$ cat config.mk
export PLATFORM = sky130hd
export DESIGN_NAME = seq_pattern_tx
export DESIGN_NICKNAME = d
export VERILOG_FILES = /design/src/rtl/seq_pattern_tx.sv
export SDC_FILE = /design/constraint.sdc
export NUM_CORES = 1
export LEC_CHECK = 0
export CAP_MARGIN = 20
export CORE_UTILIZATION = 50
export DETAILED_ROUTE_END_ITERATION = 8
export PLACE_DENSITY = 0.8
export SLEW_MARGIN = 10
export SYNTH_ARGS = -nofsm -noshare
export SYNTH_HDL_FRONTEND = slang
export SYNTH_SLANG_ARGS = --single-unit
export TNS_END_PERCENT = 5
$ cat constraint.sdc
create_clock -name clk -period 4.3 [get_ports clk]
set_input_delay 0.43 -clock clk [delete_from_list [all_inputs] [get_ports clk]]
set_output_delay 0.43 -clock clk [all_outputs]
set_load 0.02 [all_outputs]
$ cat src/rtl/seq_pattern_tx.sv
// seq_pattern_tx: loads a parallel pattern over valid/ready and shifts it out MSB-of-frame first,
// repeating it a programmed number of times (0 = until abort).
module seq_pattern_tx #(
    parameter int WIDTH = 8,
    parameter int LEN_W = 4,
    parameter int CNT_W = 4
) (
    input  logic             clk,
    input  logic             rst_n,
    input  logic             load_valid_i,
    output logic             load_ready_o,
    input  logic [WIDTH-1:0] pattern_i,
    input  logic [LEN_W-1:0] len_i,
    input  logic [CNT_W-1:0] repeat_i,
    input  logic             abort_i,
    output logic             data_out_o,
    output logic             bit_valid_o,
    output logic             frame_start_o,
    output logic             done_o
);
    // Pattern is held zero-extended to 2**LEN_W bits so any index value selects a real bit.
    localparam int PW = 1 << LEN_W;

    typedef enum logic [1:0] {IDLE, SHIFT, DONE} state_e;

    state_e           state_q, state_d;
    logic [PW-1:0]    pat_q, pat_d, pat_in;
    logic [LEN_W-1:0] len_q, len_d, idx_q, idx_d, len_c;
    logic [CNT_W-1:0] rep_q, rep_d, cnt_q, cnt_d;
    logic             data_q, data_d, valid_q, valid_d, fs_q, fs_d, done_q, done_d, ready_q, ready_d;

    assign pat_in = PW'(pattern_i);
    assign len_c  = (len_i == '0 || len_i > LEN_W'(WIDTH)) ? LEN_W'(WIDTH) : len_i;

    assign load_ready_o  = ready_q;
    assign data_out_o    = data_q;
    assign bit_valid_o   = valid_q;
    assign frame_start_o = fs_q;
    assign done_o        = done_q;

    always_comb begin
        state_d = state_q;
        pat_d   = pat_q;
        len_d   = len_q;
        rep_d   = rep_q;
        cnt_d   = cnt_q;
        idx_d   = idx_q;
        data_d  = 1'b0;
        valid_d = 1'b0;
        fs_d    = 1'b0;
        done_d  = 1'b0;
        ready_d = 1'b0;
        case (state_q)
            IDLE: begin
                ready_d = 1'b1;
                if (load_valid_i && ready_q) begin
                    state_d = SHIFT;
                    pat_d   = pat_in;
                    len_d   = len_c;
                    rep_d   = repeat_i;
                    cnt_d   = repeat_i;
                    idx_d   = len_c - 1'b1;
                    data_d  = pat_in[len_c - 1'b1];
                    valid_d = 1'b1;
                    fs_d    = 1'b1;
                    ready_d = 1'b0;
                end
            end
            SHIFT: begin
                if (abort_i) begin
                    state_d = DONE;
                    done_d  = 1'b1;
                end else if (idx_q != '0) begin
                    idx_d   = idx_q - 1'b1;
                    data_d  = pat_q[idx_q - 1'b1];
                    valid_d = 1'b1;
                end else if (rep_q == '0 || cnt_q > CNT_W'(1)) begin
                    cnt_d   = (rep_q == '0) ? cnt_q : cnt_q - 1'b1;
                    idx_d   = len_q - 1'b1;
                    data_d  = pat_q[len_q - 1'b1];
                    valid_d = 1'b1;
                    fs_d    = 1'b1;
                end else begin
                    state_d = DONE;
                    done_d  = 1'b1;
                end
            end
            DONE: begin
                state_d = IDLE;
                ready_d = 1'b1;
            end
            default: begin
                state_d = IDLE;
                ready_d = 1'b1;
            end
        endcase
    end

    always_ff @(posedge clk or negedge rst_n) begin
        if (!rst_n) begin
            state_q <= IDLE;
            pat_q   <= '0;
            len_q   <= '0;
            rep_q   <= '0;
            cnt_q   <= '0;
            idx_q   <= '0;
            data_q  <= 1'b0;
            valid_q <= 1'b0;
            fs_q    <= 1'b0;
            done_q  <= 1'b0;
            ready_q <= 1'b1;
        end else begin
            state_q <= state_d;
            pat_q   <= pat_d;
            len_q   <= len_d;
            rep_q   <= rep_d;
            cnt_q   <= cnt_d;
            idx_q   <= idx_d;
            data_q  <= data_d;
            valid_q <= valid_d;
            fs_q    <= fs_d;
            done_q  <= done_d;
            ready_q <= ready_d;
        end
    end
endmodule

==> results of run 1 <==
[registers in the layout (all words and copies together), names as in the netlist]
signal         count
bit_valid_o        1
cnt_q              4
data_out_o         1
done_o             1
frame_start_o      1
idx_q              4
len_q              4
load_ready_o       1
pat_q              8
rep_q              4
state_q            2
[cells in the mapped netlist, drive strengths merged]
library cell and n:
nand2 47, dfrtp 30, inv 8, nor2 8, mux2i 6, mux4 6, o21ai 6, a21oi 5
clkbuf 5, ha 5, nor3 4, mux2 3, nor2b 3, nor3b 3, nor4 3, o2bb2ai 3
a221o 2, nand2b 2, o21a 2, o22ai 2, or2 2, or4 2, xnor2 2, a22oi 1
a31oi 1, and2 1, dfstp 1, nand4 1, o2111a 1, o2111ai 1, o211ai 1, o311ai 1
o31a 1, o41ai 1, or3 1, or3b 1, xor2 1
[path summary, 6_finish.rpt]
path | end | slack [ps] | cells after the start
max reg2reg | data_out_o | 2080 | 6
min in group clk | len_q[3] | 510 | 2
min reg2reg | len_q[3] | 510 | 2
max | data_out_o | 2080 | 6
max in group asynchronous | load_ready_o | 3510 | 2
min | pat_q[7] | 470 | 2
[layer usage]
metal  global-route usage [%]  part of all wire, %  up-vias
li1                         -                    -      672
met1                     30.5                   44      694
met2                     38.8                   50       37
met3                     6.30                  4.6        7
met4                     11.0                  2.2        0
met5                        0                    0        -
[cell families (layout without fill, tap and decap cells)]
| family | count (synthesis) | after routing | synth area share, % |
|---|---|---|---|
| AOI/OAI and AO/OA | 28 | 28 | 12.3 |
| adders and majority gates | 5 | 5 | 3.56 |
| DFF | 31 | 31 | 44.2 |
| and+or+nand+nor | 78 | 78 | 22.4 |
| muxes | 15 | 15 | 13.2 |
| xor gates and xnor gates | 3 | 3 | 1.50 |
| buffers and inverters | 13 | 42 | 2.78 |
[power by group]
part	switching [uW]	total (uW)	internal, uW
Clock	98.6	162	63.6
Combinational	368	708	339
Sequential	138	567	429
[metrics by stage]
stage	std cells	util [%]	worst slack, ps	area, um2
global placement	240	61.0	1990	2050
CTS	248	62.5	2090	2100
finish	248	62.5	2080	2100
floorplan	173	-	2300	1760
global route	248	62.5	1930	2100
detailed placement	240	61.0	1810	2050
[worst max-delay path, stage by stage, from the launching register on]
cell,delay [ps]
dfrtp_1,480
inv_1,110
ha_1,260
nor3b_2,410
o311ai_1,220
or4_1,550
o211ai_1,100
[cell type report]
cell class              instances  area [um2]
clock buffers                   7        45.0
clock inverters                 1        5.00
inverters                       8        30.0
flip-flops and latches         31         777
repair buffers                 26         255
multi-input cells             129         931
well taps                      46        57.6
fillers                       295        1260
==> metrics.txt, run 1 <==
status finished clean; via count ~1400; Final Cycle Share between 50 and 60%; worst hold slack about 470 ps; area of the core about 3400 um2; DR WL/cell about 15 um; VDD IR max around 320 uV; CTS resizes 0; Post-CTS Hold Fix Bufs 0; share of layout cells above drive strength 1 13.4%; Worst Hold Class input pin to asynchronous set/reset pin; total power between 1000 and 1500 uW; Yosys cell types 42; commonest non-fill, non-tap cell in the layout nand2_1; setup TNS 0 ps; Mapped Nets roughly 200; CTS clk-pin slew, worst paths around 100 ps; CTS tree built; Crit. End Element flop; placer congestion estimate approximately 0.90; Arrival @ worst endpoint roughly 2500 ps; vias in the first global route about 1400; All-Layer GR Usage roughly a quarter; initial drt markers a little under 50; Root Buffer clkbuf_4; routed wire length 3790 um; H-tree lvl count 2; Synth area leaders dfrtp_1 43%, nand2_1 9.8%, mux4_2 7.7%; Final nets around 230; Crit Path Max Fanout 6; most frequent cells in the layout 46 x nand2_1, 30 x dfrtp_1, 24 x clkdlybuf4s50_1; register area share after synthesis 44.2%; Pre-antenna DRT Iters 5; Antenna Cells 0; measured slew at the worst slew-check pin 780 ps; Ports 25; Post-Syn Instances between 150 and 200; Setup CP Type flop to flop; CTS max path bufs 2; pwr dens about 680 nW/um2; count of buffers from port buffering 24; first-pass GRT wire length 6280 um; global route total overflow 0; post-synth top area share a little over two fifths; crit path time final ~2200 ps; Die Area 3750 um2; post-route antenna net violation count 0; largest net degree at the start of global routing 32; setup bufs post-CTS 0; chip width approximately 60 um; area delta synth->final 19.6%; max_slew headroom 48.0%; #FFs+latches synth 31; CTS Buf Count 5; Max Slew Vio Count 0; Crit. Startpoint idx_q[0]; CTS sink cnt 31; final setup fails 0; mean post-synth cell area just over 10 um2; Cell Rows 21; leakage around 0.00094 uW; area leader, netlist dfrtp_1; maxcap violations 0; DRC violations left 0; Worst-Skew Late Latency around 340 ps; FMAX around 450 MHz; RR Startpoint idx_q[0]; synthesized cell area 1760 um2; post-DR vias/cell 5.69; RSZ-0062 raised after global routing no; YS warnings 0; initial antenna violation count 0; Setup Skew about 8.2 ps; Worst setup SP type flop; Worst EP required 4540 ps; DP Wirelength between 2000 and 3000 um; Initial Utilization approximately 52%; die height roughly 61 um; final hold viol count 0
Power figures use the tool's default switching activity.
==> run 2, diff against run 1 <==
Settings changed: CORE_UTILIZATION 50 to 49, PLACE_DENSITY 0.8 to 0.82.
Clock period 4.3 ns to 1.95 ns, I/O delays scaled along.
==> run 2 against run 1 <==
The run now ends with negative setup slack left. Die area increased by 2.0%. Register-to-register slack got worse by 2100 ps. Routed wire length increased by 7.9%. Combinational power increased to 2.6 times the previous value. Global-route usage increased by 0.49 points. Count of clock-buffer cells in the layout unchanged. Design area increased by 9.1%. Hold slack got worse by 210 ps. Sequential cell count unchanged. Clock skew increased by 7.5 ps. Clock power increased to 3.0 times the previous value.
==> metrics.txt, run 2 (same netlist as run 1, synthesis figures left out) <==
Worst Hold Class input pin to asynchronous set/reset pin; DP Wirelength 3100 um; RR Startpoint idx_q[1]; All-Layer GR Usage between 20% and 30%; CTS clk-pin slew, worst paths ~100 ps; routed wire length a little over 4000 um; CTS Buf Count 5; Crit. End Element flop; CP max stage cell o41ai_4; setup TNS -54.4 ps; Pre-antenna DRT Iters 4; Root Buffer clkbuf_4; Antenna Cells 0; Max Slew Vio Count 0; initial antenna violation count 0; Reg area 777 um2; crit path time final a little under 2000 ps; most flop-heavy register pat_q; global route total overflow 0; measured slew at the worst slew-check pin approximately 430 ps; DRC violations left 0; Final Cycle Share 102%; initial drt markers 53; FMAX ~500 MHz; commonest non-fill, non-tap cell in the layout nand2_1; max FFs per register 8; placer congestion estimate approximately 0.91; Fillers ~270; Die Area between 3000 and 4000 um2; Worst setup SP type flop; Final nets 245; largest net degree at the start of global routing 32; Cell Rows 21; most frequent cells in the layout 46 x nand2_1, 30 x dfrtp_1, 24 x clkdlybuf4s50_1; pwr dens approximately 1600 nW/um2; Setup CP Type flop to flop; slowest cell delay on critical path ~460 ps; die height around 62 um; worst r2r dst idx_q[3]; DR WL/cell 15.3 um; status finished, violations left; vias in the first global route ~1500; post-DR vias/cell 5.55; worst slack, placed roughly 24 ps; Crit Path Max Fanout 3; Setup Skew around 16 ps; Ports 25; RSZ-0062 raised after global routing yes; flop-to-flop setup slack -30 ps; CTS sink cnt 31; VDD IR max slightly above 700 uV; Crit. Startpoint idx_q[1]; Worst-Skew Late Latency about 320 ps; Worst EP required ~2200 ps; maxcap violations 0; CP Capture Point idx_q[3]; CTS tree built; chip width 61.9 um; final setup fails 2; Initial Utilization between 50% and 60%; count of buffers from port buffering 24; FF-to-FF path depth 6; via count 1483; final hold viol count 0; Final Core Density approximately two thirds; share of layout cells above drive strength 1 a little under a quarter; failing checks negative setup slack; area delta synth->final 30.4%; post-route antenna net violation count 0; H-tree lvl count 2; worst setup margin -31.3 ps; Arrival @ worst endpoint between 2000 and 2500 ps; area of the core between 3000 and 4000 um2; first-pass GRT wire length about 6700 um; leakage between 0.001 and 0.0015 uW; crit path cell chain inv_2 > ha_4 > or3b_4 > o41ai_4 > nand2_4 > mux2_4; max_slew headroom approximately 70%; CTS max path bufs 2; Multi-input gate area 950 um2
[run 2: cell types whose count changed in the layout (fill, tap and decap cells not counted), sizes merged]
cell / before / now
buf: 2 / 21
clkinv: 1 / 0
bufinv: 0 / 1
[run 2: how the worst min path moves through the flow]
stage | end | slack (ps) | cells after the start
2_1_floorplan | bit_valid_o | -100 | 0
3_3_place_gp | pat_q[0] | 480 | 2
3_5_place_dp | pat_q[7] | 500 | 2
4_1_cts | cnt_q[1] | 260 | 2
5_1_grt | done_o | 270 | 2
6_report | state_q[1] | 260 | 2
[run 2: final cells by class]
| cell class | count | area share (%) |
|---|---|---|
| Multi-Input combinational cell | 129 | 41.5 |
| Timing Repair Buffer | 45 | 17.5 |
| Clock inverter | 1 | 1.31 |
| Sequential cell | 31 | 33.9 |
| Inverter | 8 | 1.31 |
| Tap cell | 46 | 2.51 |
| Clock buffer | 7 | 1.97 |
[run 2: layer usage]
layer	part of all wire (%)	vias up	routed length (um)	global-route usage, %
li1	-	705	-	-
met2	51	40	2090	39.9
met5	0	-	0	0
met1	44	727	1780	32.3
met3	3.6	11	146	4.76
met4	1.9	0	78	10.2
[run 2: metrics by stage]
| stage | cell area, um2 | instances | hold WS (ps) | total power, uW |
|---|---|---|---|---|
| 3_5_place_dp | 2150 | 253 | 501 | 2950 |
| 5_1_grt | 2290 | 267 | 273 | 3840 |
| 3_3_place_gp | 2150 | 253 | 479 | 2870 |
| 4_1_cts | 2220 | 261 | 264 | 3450 |
| 2_1_floorplan | 1760 | 173 | -101 | 2360 |
| 6_report | 2290 | 267 | 256 | 3580 |
[run 2: worst max-delay path, delay by kind of cell (launching register included)]
kind	cells	cell delay, ps
adder cells (fa/ha/maj)	1	140
AO/OA/AOI/OAI	1	460
multiplexers	1	310
AND/OR/NAND/NOR	2	510
buffers and inverters	1	90
flip-flops	1	390
[run 2: power breakdown]
part	switching (uW)	total, uW	internal [uW]
Combinational	919	1870	949
Sequential	284	1230	947
Clock	212	484	272
Total	1420	3580	2170
[run 2: what timing repair did]
| item | CTS | global route |
|---|---|---|
| hold buffers | 0 | 0 |
| buffers inserted | 0 | 6 |
| endpoints found under the setup margin | 0 | 6 |
| resized for setup | 0 | 7 |
==> run 3, diff against run 2 <==
Settings changed: SKIP_CTS_REPAIR_TIMING set to 1.
==> results of run 3 <==
No change in the layout: final DEF, timing and power equal those of run 2.
